===== config.mk =====
export PLATFORM = sky130hd
export DESIGN_NAME = weight_read_sequencer
export DESIGN_NICKNAME = d
export VERILOG_FILES = /design/src/rtl/weight_read_sequencer.sv
export SDC_FILE = /design/constraint.sdc
export NUM_CORES = 1
export LEC_CHECK = 0
export BUFFER_PORTS_ARGS = -buffer_cell sky130_fd_sc_hd__buf_2
export CORE_ASPECT_RATIO = 1.1
export CORE_MARGIN = 2
export CORE_UTILIZATION = 30
export DETAILED_ROUTE_END_ITERATION = 6
export SLEW_MARGIN = 20
export SYNTH_ARGS = -nofsm -noshare
export SYNTH_HDL_FRONTEND = slang
export SYNTH_SLANG_ARGS = --single-unit

===== constraint.sdc =====
create_clock -name clk -period 1.9 [get_ports clk]
set_input_delay 0.38 -clock clk [delete_from_list [all_inputs] [get_ports clk]]
set_output_delay 0.38 -clock clk [all_outputs]
set_load 0.005 [all_outputs]

===== src/rtl/weight_read_sequencer.sv =====
// -----------------------------------------------------------------------------
// weight_read_sequencer
//
// Streams one neuron's worth of weights out of a registered-read weight memory
// and pairs each weight with the input activation that requested it. Every
// accepted activation issues one memory read. One cycle later, the activation
// (delayed to match the memory) and the returned weight come out together as a
// pair. The output path has no backpressure.
//
// Optional feature (macro WSEQ_BIAS_EN):
//   When defined, after the last weight the sequencer reads the bias word at
//   address NUM_WEIGHT. It then emits one extra pair (x = 1, w = bias) with
//   out_bias set. When undefined, out_bias is tied low and no bias read occurs.
//
// Ports:
//   clk, rst               clock, synchronous active-high reset
//   start                  begin a pass (honoured only in IDLE)
//   busy, done             pass in progress / one-cycle end-of-pass pulse
//   in_valid, in_data      input activation stream
//   in_ready               high only while the sequencer is consuming inputs
//   mem_ren, mem_radd      weight memory read request
//   mem_wout               weight memory data (valid one cycle after mem_ren)
//   out_valid, out_x,      activation/weight pair
//   out_w, out_last,       final pair of the pass
//   out_bias               pair carries the bias word
// -----------------------------------------------------------------------------
module weight_read_sequencer #(
    parameter int NUM_WEIGHT    = 784,
    parameter int DATA_WIDTH    = 16,
    parameter int ADDRESS_WIDTH = 10
) (
    input  logic                     clk,
    input  logic                     rst,
    input  logic                     start,
    output logic                     busy,
    output logic                     done,
    input  logic                     in_valid,
    input  logic [DATA_WIDTH-1:0]    in_data,
    output logic                     in_ready,
    output logic                     mem_ren,
    output logic [ADDRESS_WIDTH-1:0] mem_radd,
    input  logic [DATA_WIDTH-1:0]    mem_wout,
    output logic                     out_valid,
    output logic [DATA_WIDTH-1:0]    out_x,
    output logic [DATA_WIDTH-1:0]    out_w,
    output logic                     out_last,
    output logic                     out_bias
);

    localparam logic [ADDRESS_WIDTH-1:0] LAST_ADDR = ADDRESS_WIDTH'(NUM_WEIGHT - 1);
`ifdef WSEQ_BIAS_EN
    localparam logic [ADDRESS_WIDTH-1:0] BIAS_ADDR = ADDRESS_WIDTH'(NUM_WEIGHT);
`endif

    typedef enum logic [2:0] {
        IDLE  = 3'd0,
        RUN   = 3'd1,
        BIAS  = 3'd2,
        DRAIN = 3'd3,
        DONE  = 3'd4
    } state_t;

    state_t                   state_reg, state_next;
    logic [ADDRESS_WIDTH-1:0] cnt_reg;       // next weight address to read
    logic [ADDRESS_WIDTH-1:0] radd_reg;      // last address driven, held between reads
    logic [DATA_WIDTH-1:0]    x_reg;         // activation delayed to line up with mem_wout
    logic                     pair_reg;      // a read was issued last cycle
    logic                     accept;
    logic                     bias_rd;       // bias read cycle (always 0 without the feature)

    assign accept = in_valid && in_ready;

    // ---------------------------------------------------------------- state reg
    always_ff @(posedge clk) begin
        if (rst) begin
            state_reg <= IDLE;
        end else begin
            state_reg <= state_next;
        end
    end

    // ---------------------------------------------------------------- next state
    always_comb begin
        state_next = state_reg;
        case (state_reg)
            IDLE:  if (start) state_next = RUN;
            RUN: begin
                if (accept && (cnt_reg == LAST_ADDR)) begin
`ifdef WSEQ_BIAS_EN
                    state_next = BIAS;
`else
                    state_next = DRAIN;
`endif
                end
            end
            BIAS:  state_next = DRAIN;
            DRAIN: state_next = DONE;
            DONE:  state_next = IDLE;
            default: state_next = IDLE;
        endcase
    end

    // ---------------------------------------------------------------- outputs
    always_comb begin
        busy     = (state_reg != IDLE);
        done     = (state_reg == DONE);
        in_ready = (state_reg == RUN);
`ifdef WSEQ_BIAS_EN
        bias_rd  = (state_reg == BIAS);
`else
        bias_rd  = 1'b0;
`endif
        mem_ren  = accept || bias_rd;
        mem_radd = radd_reg;
        if (accept) begin
            mem_radd = cnt_reg;
        end
`ifdef WSEQ_BIAS_EN
        if (bias_rd) begin
            mem_radd = BIAS_ADDR;
        end
`endif
        out_valid = pair_reg;
        out_x     = x_reg;
        // Weight is only meaningful when a read was issued last cycle; gate it
        // so the output is 0 after reset and between pairs.
        out_w     = pair_reg ? mem_wout : '0;
        // The final pair always lands in DRAIN: the last weight read normally,
        // or the bias word when the bias feature is enabled.
        out_last  = pair_reg && (state_reg == DRAIN);
`ifdef WSEQ_BIAS_EN
        out_bias  = pair_reg && (state_reg == DRAIN);
`else
        out_bias  = 1'b0;
`endif
    end

    // ---------------------------------------------------------------- datapath
    always_ff @(posedge clk) begin
        if (rst) begin
            cnt_reg  <= '0;
            radd_reg <= '0;
            x_reg    <= '0;
            pair_reg <= 1'b0;
        end else begin
            pair_reg <= mem_ren;
            if (mem_ren) begin
                radd_reg <= mem_radd;
            end
            if ((state_reg == IDLE) && start) begin
                cnt_reg <= '0;
            end else if (accept) begin
                cnt_reg <= cnt_reg + 1'b1;
            end
            if (accept) begin
                x_reg <= in_data;
            end else if (bias_rd) begin
                // Bias is multiplied by a literal integer 1.
                x_reg <= DATA_WIDTH'(1);
            end
        end
    end

endmodule


== Word-level counts from Yosys, hierarchy flattened ==
Cells that the tools add are included.
Storage, ports and cells
  logic and storage cells: 26
  input port bits: 36
  register bits: 40
  output and inout port bits: 49
Operators by class
  equality and inequality tests: 7
  mux-type cells: 5
  reductions and logical operators: 8
  add/subtract/negate cells: 1
Operators by type and width (number)
  two-way mux 16 bit: 1
  case mux 3 bit (4 select lines): 1
  adder 10 x 1 -> 10 bit, second input constant: 1
  equality test 10 bit, second input constant: 1
  two-way mux 10 bit: 1
  equality test 3 x 2 -> 1 bit, second input constant: 2
  two-way mux 3 bit: 2
  logical AND 1 bit: 4
  equality test 3 x 1 -> 1 bit, second input constant: 1
  equality test 3 bit, second input constant: 1
  zero test 3 bit: 1
  nonzero test 3 bit: 1
  inequality test 2 x 1 -> 1 bit, second input constant: 1
  inequality test 2 bit, second input constant: 1
  AND reduction 2 bit: 1
  OR reduction 2 bit: 1

== Longest topological paths before layout ==
  depth after elaboration: 5
  mapped depth: 7
  mapped depth without buffers: 4

== Worst setup path after synthesis ==
No wires, ideal clock.
  path kind: reg2out
  from: register state_reg[0]
  to: output mem_radd[0]
  path buffers: 2
  stages on the path, launching flop included: 6
  path slack: 302 ps
  data arrival time: 1218 ps
  data required time: 1520 ps
  path through: dfxtp_1 -> clkbuf_2 -> nand4bb_2 -> inv_1 -> buf_4 -> mux2_2
Between the ends
  longest elaborated chain between the ends: 3
RTL lines
  start, declared: line 63  | state_t state_reg, state_next;
  start signal, assigned: line 78  | state_reg <= state_next;
  equality test 3 x 1 -> 1 bit: line 107  | in_ready = (state_reg == RUN);
  logical AND 1 bit: line 71  | assign accept = in_valid && in_ready;
  two-way mux 10 bit: line 115  | if (accept) begin
  end, declared: line 41  | output logic [ADDRESS_WIDTH-1:0] mem_radd,
No other way between the ends.

== Final worst setup path ==
  from: register state_reg[2]
  to: output mem_radd[8]
Same word-level chain as after synthesis.

==> insert_results.sql <==
INSERT INTO impl_metrics (metric_group, metric, value, unit) VALUES
('run_status', 'run_status', 'finished with violations', ''),
('run_status', 'failed_checks', 'setup timing', ''),
('timing', 'tns', '-0.295', 'ns'),
('route', 'routed_via_count', '1650', ''),
('synth', 'yosysWarnings', '0', ''),
('clock_tree', 'insertion_delay', '0.28', 'ns'),
('grt', 'grt_overflow', '0', ''),
('synth', 'post_synth_inst_count', '199', ''),
('route', 'detail_route.iter0.violations', '74', ''),
('timing', 'clock-skew-final', '0.00685', 'ns'),
('place', 'finalWeightedCongestion', '0.758', ''),
('final_layout', 'largest_register_ffs', '16', ''),
('timing', 'min_period', '1.94', 'ns'),
('grt', 'global_route.usage.total', '13.6', '%'),
('grt', 'grt_max_degree', '34', ''),
('route', 'met3WireLength', '194', 'um'),
('clock_tree', 'tritoncts.num_buffers', '5', ''),
('synth', 'synth.net_count', '236', ''),
('worst_setup_path', 'worst_path_largest_cell_delay', '0.36', 'ns'),
('die', 'placeableCoreArea', '5660', 'um2'),
('timing', 'final.period_utilization', '102', '%'),
('final_layout', 'layout.cell_area.non_filler', '2540', 'um2'),
('clock_tree', 'max-clock-path-buffers', '2', ''),
('timing', 'finalMaxSlewViolations', '0', ''),
('worst_hold_path', 'min_path_type', 'primary input to register', ''),
('power', 'p_per_area', '719', 'nW/um2'),
('final_layout', 'n_antenna_cell', '0', ''),
('place', 'buffer_ports.inserted', '83', ''),
('final_layout', 'mostFrequentLayoutCell', 'sky130_fd_sc_hd__buf_2', ''),
('worst_setup_path', 'worst_path_max_delay_cell', 'sky130_fd_sc_hd__dfxtp_4', ''),
('place', 'numPlacedInstances', '354', ''),
('worst_setup_path', 'timing.critical_path.fanout_max', '6', ''),
('worst_setup_path', 'cp_cell_sequence', 'nand4bb_4, inv_4, clkbuf_16, mux2_4, buf_6', ''),
('timing', 'report.final.hold_viol_count', '0', ''),
('final_layout', 'final_cell_mix', 'sky130_fd_sc_hd__buf_2, sky130_fd_sc_hd__dfxtp_1, sky130_fd_sc_hd__nand2_1, sky130_fd_sc_hd__a21oi_1, sky130_fd_sc_hd__and2_1', ''),
('route', 'routed.top_layer', 'met4', ''),
('synth', 'average_footprint_of_a_synthesized_cell', '8.71', 'um2'),
('route', 'route.detailed.wl_per_inst', '12.1', 'um'),
('synth', 'netlist-cell-type-count', '34', ''),
('route', 'route.antenna.remaining_nets', '0', ''),
('worst_setup_path', 'critical_path.startpoint_type', 'register', ''),
('route', 'dr.pass1.iters', '4', ''),
('route', 'drc', '0', ''),
('final_layout', 'post_route_cells_drive_above_1_share', '42.1', '%'),
('power', 'total_leakage_power', '1.15', 'nW'),
('place', 'place_hpwl', '3030', 'um'),
('clock_tree', 'cts.hold.buffers_added', '0', ''),
('die', 'floorplan.rows', '29', ''),
('final_layout', 'layoutNonFillerInstCount', '369', ''),
('timing', 'setup_viol', '10', ''),
('timing', 'fmaxAchievable', '515', 'MHz'),
('synth', 'primary_flip_flop_cell_chosen_by_synthesis_mapping', 'sky130_fd_sc_hd__dfxtp_1', ''),
('clock_tree', 'clock_tree_from_tritoncts', 'yes', ''),
('synth', 'post_synthesis_cell_area', '1730', 'um2'),
('timing', 'rsz0062_at_grt', 'yes', ''),
('worst_setup_path', 'endpoint_kind', 'output port', ''),
('place', 'placement.cell_area', '2260', 'um2'),
('power', 'peakVddDrop', '0.423', 'mV'),
('die', 'effective_utilization_at_floorplan', '30.6', '%'),
('worst_setup_path', 'crit_buf_inv', '3', ''),
('clock_tree', 'htree_num_levels', '2', ''),
('route', 'wirelength', '4470', 'um'),
('route', 'met2_wirelength', '2110', 'um'),
('worst_setup_path', 'critPathTopFamily', 'buffers and inverters', ''),
('synth', 'async_reset_ff_share', '0', '%'),
('clock_tree', 'worst_path_clk_slew', '0.08', 'ns'),
('timing', 'setup_slack', '-0.0415', 'ns'),
('run', 'max_capacitance_violation_count', '0', ''),
('route', 'post_drt_via_cell_ratio', '4.47', ''),
('die', 'die_area', '6410', 'um2'),
('clock_tree', 'clock-sinks', '40', '');
-- layer usage --
metal | GRT usage [%] | up-vias
met4 | 3.97 | 0
met5 | 0 | -
li1 | - | 861
met1 | 17.0 | 751
met3 | 4.00 | 4
met2 | 22.8 | 34
-- through the flow --
stage	util (%)	hold slack [ns]
2_1_floorplan	-	0.453
3_3_place_gp	39.9	0.440
3_5_place_dp	39.9	0.444
4_1_cts	42.7	0.314
5_1_grt	44.9	0.311
6_report	44.9	0.325
-- cell families after synthesis --
group / count (synthesis) / share of synthesized area [%]
flops: 40 / 46.2
fa+ha+maj: 1 / 0.721
simple gates: 95 / 29.5
xor+xnor: 1 / 0.505
mux: 11 / 7.07
compound gates: 34 / 11.3
other cells: 1 / 0.216
buf+inv: 16 / 4.47
-- cells in the mapped netlist, types with 2 or more instances --
cell type	number	area, um2
sky130_fd_sc_hd__dfxtp_1	40	801
sky130_fd_sc_hd__nand2_1	38	143
sky130_fd_sc_hd__a21oi_1	24	120
sky130_fd_sc_hd__and2_1	16	100
sky130_fd_sc_hd__nor2b_1	12	75.1
sky130_fd_sc_hd__mux2_2	10	113
sky130_fd_sc_hd__or4_1	6	45.0
sky130_fd_sc_hd__clkbuf_1	5	18.8
sky130_fd_sc_hd__o31ai_1	5	37.5
sky130_fd_sc_hd__buf_2	4	20.0
sky130_fd_sc_hd__nand4_1	4	25.0
sky130_fd_sc_hd__nor2_1	4	15.0
sky130_fd_sc_hd__or3_1	4	25.0
sky130_fd_sc_hd__buf_4	3	22.5
sky130_fd_sc_hd__o21ai_0	3	15.0
sky130_fd_sc_hd__inv_1	2	7.51
sky130_fd_sc_hd__nand3_1	2	10.0
-- timing repair --
| item | 4_1_cts | 5_1_grt |
|---|---|---|
| resized for setup | 6 | 18 |
| endpoints found under the setup margin | 11 | 12 |
| pin swaps | 0 | 1 |
| cloned | 0 | 1 |
| setup buffers | 4 | 3 |
-- final cells by class --
cell class	instances	area, um2
Multi-Input combinational cell	143	903
Tap cell	77	96.3
Clock inverter	2	35.0
Fill cell	603	3120
Inverter	2	10.0
Timing Repair Buffer	99	619
Sequential cell	40	805
Clock buffer	6	72.6
-- worst register-to-register path, delay by kind of cell, from the launching register on --
| kind | cells | cell delay, ns |
|---|---|---|
| flip-flops | 1 | 0.34 |
| AND/OR/NAND/NOR | 3 | 1.10 |
| buffers and inverters | 1 | 0.17 |
-- final timing paths --
kind                              startpoint           to  slack (ns)  depth (start not counted)
worst min-delay path              in_data[5]     out_x[5]        0.32                          3
worst min register to register      out_x[7]     out_x[7]        0.45                          2
worst max register to register  state_reg[0]   cnt_reg[0]        0.18                          4
worst max-delay path            state_reg[2]  mem_radd[8]       -0.04                          5
-- where the power goes --
| group | internal [mW] | switching [mW] | leakage, nW |
|---|---|---|---|
| registers | 0.865 | 0.0183 | 0.325 |
| clock network | 0.390 | 0.281 | 0.0552 |
| logic | 0.140 | 0.132 | 0.771 |
No activity file was read; power rests on OpenSTA's default activity.
